--- config.mk ---
export PLATFORM = sky130hd
export DESIGN_NAME = pipelined_write_rx
export DESIGN_NICKNAME = d
export VERILOG_FILES = /design/src/rtl/pipelined_write_rx.sv
export SDC_FILE = /design/constraint.sdc
export NUM_CORES = 1
export LEC_CHECK = 0
export ABC_AREA = 1
export CAP_MARGIN = 20
export CORE_AREA = 2 2 102 104
export DETAILED_ROUTE_END_ITERATION = 6
export DIE_AREA = 0 0 104 106
export SYNTH_ARGS = -nofsm -noshare
export SYNTH_HDL_FRONTEND = slang
export SYNTH_SLANG_ARGS = --single-unit
export TNS_END_PERCENT = 20
--- constraint.sdc ---
create_clock -name clk -period 6.88 [get_ports clk]
set_input_delay 1.376 -clock clk [delete_from_list [all_inputs] [get_ports clk]]
set_output_delay 1.376 -clock clk [all_outputs]
set_load 0.01 [all_outputs]
--- src/rtl/pipelined_write_rx.sv ---
// Pipelined-write receiver: command + 1..MAX_WR_CYCLES beats assembled into one wide word.
// All outputs registered, out_val one cycle after DONE; link never stalls, a full output drops the write (err_ovf).
`timescale 1ns/1ps
module pipelined_write_rx #(
  parameter int WR_WIDTH      = 8,
  parameter int MAX_WR_CYCLES = 4,
  localparam int CNT_W        = $clog2(MAX_WR_CYCLES)
) (
  input  logic                              clk,
  input  logic                              rst,
  input  logic                              in_cmd_val,
  input  logic [CNT_W-1:0]                  in_num_cycles,
  input  logic [1:0]                        in_write_type,
  input  logic [1:0]                        in_cycle_type,
  input  logic [WR_WIDTH-1:0]               in_dat,
  output logic                              out_val,
  input  logic                              out_rdy,
  output logic [MAX_WR_CYCLES*WR_WIDTH-1:0] out_dat,
  output logic [CNT_W-1:0]                  out_num_cycles,
  output logic [1:0]                        out_write_type,
  output logic                              wdone,
  output logic                              err_proto,
  output logic                              err_ovf
);

  localparam int DAT_W = MAX_WR_CYCLES * WR_WIDTH;

  localparam logic [1:0] CT_IDLE  = 2'd0;
  localparam logic [1:0] CT_VALID = 2'd1;
  localparam logic [1:0] CT_DONE  = 2'd2;

  localparam logic [1:0] WT_MULTI  = 2'd1;
  localparam logic [1:0] WT_SINGLE = 2'd2;
  localparam logic [1:0] WT_RSV    = 2'd3;

  typedef enum logic {S_IDLE, S_DATA} state_t;

  state_t             state_q, state_d;
  logic [CNT_W-1:0]   idx_q, idx_d;
  logic [CNT_W-1:0]   last_q, last_d;
  logic [1:0]         type_q, type_d;
  logic [CNT_W-1:0]   ncyc_q, ncyc_d;
  logic [DAT_W-1:0]   buf_q, buf_d;
  logic [DAT_W-1:0]   buf_wr;

  logic               out_val_q, out_val_d;
  logic [DAT_W-1:0]   out_dat_q, out_dat_d;
  logic [CNT_W-1:0]   out_ncyc_q, out_ncyc_d;
  logic [1:0]         out_type_q, out_type_d;
  logic               wdone_q, wdone_d;
  logic               err_proto_q, err_proto_d;
  logic               err_ovf_q, err_ovf_d;

  logic in_data, at_last, cmd_legal, cmd_err;
  logic beat_store, beat_done, beat_bad, stray_beat;
  logic out_free, load, drop;

  assign in_data    = (state_q == S_DATA);
  assign at_last    = (idx_q == last_q);
  assign cmd_legal  = in_cmd_val && (in_write_type != WT_RSV);
  assign cmd_err    = in_cmd_val && ((in_write_type == WT_RSV) || (in_cycle_type != CT_IDLE) || in_data);
  // The index never passes last_q, so "index < N-1" reduces to !at_last.
  assign beat_store = in_data && !in_cmd_val &&
                      (((in_cycle_type == CT_VALID) && !at_last) ||
                       ((in_cycle_type == CT_DONE) && at_last));
  assign beat_done  = beat_store && (in_cycle_type == CT_DONE);
  assign beat_bad   = in_data && !in_cmd_val && !beat_store && (in_cycle_type != CT_IDLE);
  assign stray_beat = !in_data && !in_cmd_val &&
                      ((in_cycle_type == CT_VALID) || (in_cycle_type == CT_DONE));
  assign out_free   = !out_val_q || out_rdy;
  assign load       = beat_done && out_free;
  assign drop       = beat_done && !out_free;

  always_comb begin
    buf_wr = buf_q;
    buf_wr[idx_q*WR_WIDTH +: WR_WIDTH] = in_dat;
  end

  always_ff @(posedge clk or posedge rst) begin
    if (rst) begin
      state_q     <= S_IDLE;
      idx_q       <= '0;
      last_q      <= '0;
      type_q      <= '0;
      ncyc_q      <= '0;
      buf_q       <= '0;
      out_val_q   <= 1'b0;
      out_dat_q   <= '0;
      out_ncyc_q  <= '0;
      out_type_q  <= '0;
      wdone_q     <= 1'b0;
      err_proto_q <= 1'b0;
      err_ovf_q   <= 1'b0;
    end else begin
      state_q     <= state_d;
      idx_q       <= idx_d;
      last_q      <= last_d;
      type_q      <= type_d;
      ncyc_q      <= ncyc_d;
      buf_q       <= buf_d;
      out_val_q   <= out_val_d;
      out_dat_q   <= out_dat_d;
      out_ncyc_q  <= out_ncyc_d;
      out_type_q  <= out_type_d;
      wdone_q     <= wdone_d;
      err_proto_q <= err_proto_d;
      err_ovf_q   <= err_ovf_d;
    end
  end

  // A command always wins; an illegal one discards any partial write and parks in IDLE.
  always_comb begin
    state_d = state_q;
    if (in_cmd_val) begin
      state_d = cmd_legal ? S_DATA : S_IDLE;
    end else if (beat_done || beat_bad) begin
      state_d = S_IDLE;
    end
  end

  always_comb begin
    idx_d      = idx_q;
    last_d     = last_q;
    type_d     = type_q;
    ncyc_d     = ncyc_q;
    buf_d      = buf_q;
    out_val_d  = out_val_q;
    out_dat_d  = out_dat_q;
    out_ncyc_d = out_ncyc_q;
    out_type_d = out_type_q;

    if (cmd_legal) begin
      idx_d  = '0;
      buf_d  = '0;
      // num_cycles==0 means MAX, and MAX-1 is exactly 0-1 modulo 2**CNT_W.
      last_d = in_num_cycles - 1'b1;
      type_d = in_write_type;
      ncyc_d = in_num_cycles;
    end else if (beat_store) begin
      buf_d = buf_wr;
      if (!beat_done) begin
        idx_d = idx_q + 1'b1;
      end
    end

    if (out_val_q && out_rdy) begin
      out_val_d = 1'b0;
    end
    if (load) begin
      out_val_d  = 1'b1;
      out_dat_d  = buf_wr;
      out_ncyc_d = ncyc_q;
      out_type_d = type_q;
    end

    wdone_d     = (beat_store && (type_q == WT_MULTI)) || (load && (type_q == WT_SINGLE));
    err_proto_d = cmd_err || stray_beat || beat_bad;
    err_ovf_d   = drop;
  end

  assign out_val        = out_val_q;
  assign out_dat        = out_dat_q;
  assign out_num_cycles = out_ncyc_q;
  assign out_write_type = out_type_q;
  assign wdone          = wdone_q;
  assign err_proto      = err_proto_q;
  assign err_ovf        = err_ovf_q;

endmodule
==> qor.csv, run 1 <==
stage,metric,value,unit
logic_synthesis,netlist_area,3850,sq um
drt,wl,9240,um
drt,vias_per_cell,5.03,
min_path,min_from,out_dat[11],
place,port_buffers,57,
worst_setup_path,critPathLaunch,in_cycle_type[0],
global_routing,grt_max_degree,82,
drt,ant_nets,0,
sta,period_share,49.8,%
pwr,pwr-share-seq,46.4,%
clocking,post_cts_buffers,0,
logic_synthesis,syn_area_per_cell,8.46,sq um
worst_setup_path,worstPathArrival,3.68,ns
sta,period_minus_slack,3.43,ns
global_routing,grt_pass1_vias,3123,
layout,layout_commonest_cell,nand2_1,
min_path,hp-class,flip-flop to flip-flop,
global_routing,antenna_found_initial,0,
worst_setup_path,cpMostUsedCell,nand2_1,
clocking,htreeDepth,3,
worst_setup_path,path_delay_family,simple AND/OR/NAND/NOR gates,
drt,vias,3225,
global_routing,gr-usage-all-layers,17.7,%
clocking,cts_buffers,9,
worst_setup_path,startpoint_type,input pin,
clocking,clkLatencyLatePin,0.36,ns
layout,nets,527,
worst_setup_path,r2r_start,idx_q[0],
logic_synthesis,synthCells,455,
floorplanning,start_util,38.5,%
pwr,pwr-share-comb,19.6,%
sta,worstMarginPinSlew,0.667,ns
worst_setup_path,required,7.13,ns
worst_setup_path,r2r_slack,4.20,ns
layout,antenna_cells,0,
pwr,p_leak,2.23,nW
layout,area_growth,22.8,%
logic_synthesis,synth-seq-area-share,52.6,%
run_status,outcome,finished clean,
worst_setup_path,cp.depth,8,
floorplanning,die_h,106,um
worst_setup_path,crit_path_end_kind,flip-flop,
logic_synthesis,yosys_warnings,0,
layout,drive_above_1_share,6.14,%
logic_synthesis,synth-seq-cells,81,
sta,setup_viol,0,
sta,fin_skew,0.00656,ns
clocking,cts_resized,0,
pwr,p_int,0.000867,W
clocking,cts_tree,done,
sta,timing.hold.ws,0.484,ns
worst_setup_path,cpMaxStageDelayCell,nand4_4,
drt,drc,0,
clocking,cts-root-buf,clkbuf_8,
floorplanning,die_w,104,um
place,gp_congestion,0.859,
floorplanning,die_area,11000,sq um
worst_setup_path,crit_path_end,out_dat[14],
floorplanning,core.rowCount,37,
pwr,p_sw,0.000322,W
worst_setup_path,r2r-end,out_dat[14],
floorplanning,core-area,10000,sq um
drt,drt_first_pass_iters,4,
place,dp_hpwl,5920,um
logic_synthesis,synth.distinct_cells,24,
pwr,p_clk_share,34.1,%
sta,slew_viol_final,0,
clocking,cts.clk_slew.worst_paths,0.08,ns
drt,drtIter0Drc,203,
worst_setup_path,crit_buf_inv,2,
clocking,hold_buffers,0,
layout,final_cell_mix,"nand2_1, dfrtp_1, nand3_1",
worst_setup_path,ff2ff_path_depth,9,
run,cap_violations,0,
global_routing,grt_pass1_wl,15500,um
worst_setup_path,path_class,input pin to flip-flop,
clocking,cts.sinks,81,
logic_synthesis,syn_nets,481,
sta,rsz0062_at_grt,false,
worst_setup_path,cpPeakStageDelay,0.59,ns
drt,route.detailed.wl_per_inst,14.4,um
worst_setup_path,path_cells,clkdlybuf4s50_1 -> inv_1 -> ha_1 -> nand3_1 -> nand2_2 -> nand4_4 -> nand2_1 -> nand2_1,
sta,slew_headroom,55.4,%
sta,fmax,0.292,GHz
pwr,netSwitchingFraction,27.1,%
worst_setup_path,cp_max_fo,36,
global_routing,overflow,0,
pwr,irDropWorstVdd,87.7,uV
sta,totalNegativeSetupSlack,0,ns
floorplanning,io_pins,58,
sta,finalHoldViolations,0,
clocking,clk_path_buf_depth,2,
pwr,power.density,252,nW/um^2
[routing by layer]
metal | part of all wire [%] | wire (um) | GRT usage [%]
met2 | 45 | 4120 | 26.7
met1 | 49 | 4540 | 24.7
met5 | 0 | 0 | 0
met4 | 1.8 | 163 | 9.17
met3 | 4.4 | 409 | 2.70
[power groups by stage]
stage / Clock (W) / Combinational [W] / Sequential, W
CTS: 0.000413 / 0.000234 / 0.000552
finish: 0.000405 / 0.000233 / 0.000552
global route: 0.000431 / 0.000256 / 0.000557
global placement: 0 / 0.000229 / 0.000562
floorplan: 0 / 0.0000993 / 0.000577
detailed placement: 0 / 0.000233 / 0.000561
[cells by family after synthesis]
logic type / count (synthesis) / synth area share [%]
DFF: 81 / 52.6
and+or+nand+nor: 212 / 25.0
adders and majority gates: 8 / 2.60
AOI/OAI and AO/OA: 71 / 10.4
buffers and inverters: 83 / 9.36
[sequential cells by signal (all words and copies together) (netlist names), 2 cells and up]
name	flops
buf_q	32
out_dat	32
idx_q	2
last_q	2
ncyc_q	2
out_num_cycles	2
out_write_type	2
type_q	2
[synthesized netlist by cell type]
| library cell | n | area, sq um |
|---|---|---|
| nand4_4 | 1 | 21.3 |
| nor2_8 | 1 | 20.0 |
| nand4_1 | 3 | 18.8 |
| nand3_1 | 76 | 380 |
| nand2_1 | 112 | 420 |
| o21ai_0 | 25 | 125 |
| ha_1 | 8 | 100 |
| a31oi_1 | 1 | 6.26 |
| a21oi_1 | 2 | 10.0 |
| o21ai_1 | 10 | 50.1 |
| o21a_1 | 1 | 7.51 |
| clkbuf_1 | 7 | 26.3 |
| or2_2 | 1 | 6.26 |
| buf_6 | 4 | 45.0 |
| nor2_1 | 11 | 41.3 |
| buf_2 | 12 | 60.1 |
| inv_2 | 1 | 3.75 |
| buf_1 | 2 | 7.51 |
| dfrtp_1 | 81 | 2030 |
| buf_4 | 1 | 7.51 |
| o22ai_1 | 32 | 200 |
| inv_1 | 56 | 210 |
| nand3_4 | 1 | 17.5 |
| nand2_2 | 6 | 37.5 |
[layout make-up]
| cell class | instances | area (sq um) |
|---|---|---|
| timing repair buffer | 61 | 621 |
| multi-input combinational | 291 | 1470 |
| fill | 981 | 5270 |
| sequential | 81 | 2030 |
| clock inverter | 2 | 60.1 |
| clock buffer | 13 | 169 |
| tap | 136 | 170 |
| inverter | 57 | 215 |
[metrics by stage]
step	worst slack (ns)	total power, W	utilization, %	instances	cell area, sq um
after floorplan	3.42	0.000676	-	455	3850
after global placement	3.08	0.000791	44.7	625	4470
after detailed placement	3.04	0.000794	44.7	625	4470
after CTS	3.42	0.00120	47.0	640	4700
after global routing	3.17	0.00125	47.3	641	4730
final	3.45	0.00119	47.3	641	4730
[worst min-delay path by stage]
stage | depth (start not counted) | to | slack [ns]
6_report | 2 | out_dat[11] | 0.48
5_1_grt | 2 | out_write_type[0] | 0.51
4_1_cts | 2 | out_dat[11] | 0.49
3_5_place_dp | 2 | out_dat[25] | 0.47
3_3_place_gp | 2 | out_dat[11] | 0.47
2_1_floorplan | 2 | ncyc_q[1] | 0.45
[worst reg2reg max path, stage by stage (launching register included)]
cell and delay, ns:
dfrtp_1 0.61, inv_1 0.23, nand2_1 0.12, nand2_2 0.07
nand2_2 0.09, nand2_1 0.07, nand2_2 0.50, nand4_4 0.59
nand2_1 0.21, nand2_1 0.07
(Power assumes the default switching activity.)
==> run 2: changes to the inputs <==
clock period = 2.9 ns   (was 6.88 ns; I/O delays follow)
==> run 2 against run 1 <==
Against the previous run:
- critical endpoint is now out_dat[12]
- die area did not move
- total power is 130% higher
- critical path depth grew 1
- count of clock-buffer cells in the layout stayed put
- sequential power is 140% higher
- critical path type is now flip-flop to flip-flop
- clock power up 110%
- flip-flop and latch count unchanged
- utilization decreased by 0.33 points
- sequential share of layout area is 0.30 points higher
==> qor.csv, run 2 (synthesized netlist as in run 1, its figures left out) <==
stage,metric,value,unit
clocking,clk_path_buf_depth,2,
clocking,post_cts_buffers,0,
worst_setup_path,r2r-end,out_dat[12],
run_status,outcome,finished clean,
sta,worstMarginPinSlew,0.613,ns
global_routing,gr-usage-all-layers,17.5,%
drt,vias,3224,
layout,fill_cells,1005,
sta,slew_viol_final,0,
floorplanning,die_h,106,um
floorplanning,die_area,11000,sq um
drt,vias_per_cell,5.02,
run,cap_violations,0,
floorplanning,core-area,10000,sq um
drt,route.detailed.wl_per_inst,14.4,um
sta,fin_skew,0.00930,ns
sta,setup_viol,0,
layout,seq_area,2030,sq um
worst_setup_path,crit_path_end_kind,flip-flop,
layout,nets,528,
clocking,cts_resized,0,
floorplanning,start_util,38.5,%
sta,slew_headroom,59.1,%
pwr,p_sw,0.000765,W
clocking,cts-root-buf,clkbuf_8,
layout,stdcell_count,642,
min_path,min_from,out_dat[13],
layout,multi_input_area,1470,sq um
sta,totalNegativeSetupSlack,0,ns
sta,rsz0062_at_grt,false,
place,dp_hpwl,6090,um
clocking,cts_tree,done,
worst_setup_path,worstPathArrival,2.61,ns
pwr,pwr-share-comb,20.5,%
pwr,p_clk_share,31.3,%
worst_setup_path,r2r_slack,0.55,ns
min_path,min_path_cells,2,
pwr,pwr-share-seq,48.2,%
worst_setup_path,required,3.15,ns
floorplanning,io_pins,58,
pwr,netSwitchingFraction,28.2,%
sta,finalHoldViolations,0,
drt,drt_first_pass_iters,4,
global_routing,grt_max_degree,40,
clocking,cts.sinks,81,
worst_setup_path,r2r_start,idx_q[0],
clocking,cts.clk_slew.worst_paths,0.08,ns
min_path,hp-class,flip-flop to flip-flop,
clocking,htreeDepth,3,
drt,wl,9270,um
global_routing,overflow,0,
layout,drive_above_1_share,6.13,%
place,dp.cells,627,
worst_setup_path,path_class,flip-flop to flip-flop,
pwr,p_int,0.00195,W
global_routing,antenna_found_initial,0,
pwr,power.density,578,nW/um^2
pwr,irDropWorstVdd,213,uV
drt,drc,0,
layout,final_cell_mix,"nand2_1, dfrtp_1, nand3_1",
place,gp_congestion,0.853,
pwr,p_leak,2.21,nW
layout,antenna_cells,0,
drt,ant_nets,0,
worst_setup_path,cp_max_fo,36,
clocking,cts_buffers,9,
drt,drtIter0Drc,162,
floorplanning,core.rowCount,37,
global_routing,grt_pass1_vias,3060,
layout,area_growth,21.9,%
floorplanning,die_w,104,um
place,port_buffers,57,
min_path,hold_end,out_dat[13],
clocking,hold_buffers,0,
clocking,clkLatencyLatePin,0.36,ns
sta,timing.hold.ws,0.485,ns
layout,layout_commonest_cell,nand2_1,
sta,fmax,0.425,GHz
sta,period_minus_slack,2.35,ns
worst_setup_path,startpoint_type,flip-flop,
sta,period_share,81.2,%
global_routing,grt_pass1_wl,15300,um
worst_setup_path,ff2ff_path_depth,9,
==> run 2: metrics by stage <==
stage	utilization (%)	area [sq um]	total power, W	setup WS (ns)
CTS	46.9	4690	0.00274	0.497
floorplan	-	3850	0.00160	0.240
global placement	45.0	4500	0.00188	0.271
global route	46.9	4690	0.00284	0.159
detailed placement	45.0	4500	0.00189	0.209
finish	46.9	4690	0.00271	0.546
==> run 2: worst max-delay path by stage <==
stage	startpoint	end	slack, ns
detailed placement	in_cycle_type[0]	out_dat[12]	0.21
finish	idx_q[0]	out_dat[12]	0.55
global route	idx_q[0]	out_dat[27]	0.16
global placement	in_cycle_type[0]	out_dat[16]	0.27
floorplan	rst	buf_q[0]	0.24
CTS	idx_q[0]	out_dat[12]	0.50
==> run 2: layer usage <==
layer	share of wire, %	global-route usage (%)	wire length [um]	vias up
li1	-	-	-	1588
met1	49	25.3	4520	1522
met2	44	26.0	4120	100
met3	4.9	2.70	454	14
met4	1.9	7.72	175	0
met5	0	0	0	-
==> run 2: final cells by class <==
class / instances / share of cell area (%)
timing repair buffer: 62 / 13.2
clock inverter: 2 / 0.800
clock buffer: 13 / 3.38
multi-input combinational: 291 / 31.2
sequential: 81 / 43.2
inverter: 57 / 4.58
tap: 136 / 3.62
==> run 2: worst max-delay path, cell delays in order (launching register included) <==
cell	delay, ns
dfrtp_1	0.63
inv_1	0.24
nand2_1	0.12
nand2_2	0.07
nand2_2	0.09
nand2_1	0.07
nand2_2	0.26
nand4_4	0.47
nand2_1	0.20
nand2_1	0.07
==> run 2: power by group through the flow <==
stage	registers, W	logic [W]	clock network, W
after global placement	0.00133	0.000550	0
after floorplan	0.00137	0.000236	0
after detailed placement	0.00133	0.000559	0
after global routing	0.00132	0.000615	0.000900
final	0.00131	0.000555	0.000850
after CTS	0.00131	0.000563	0.000865
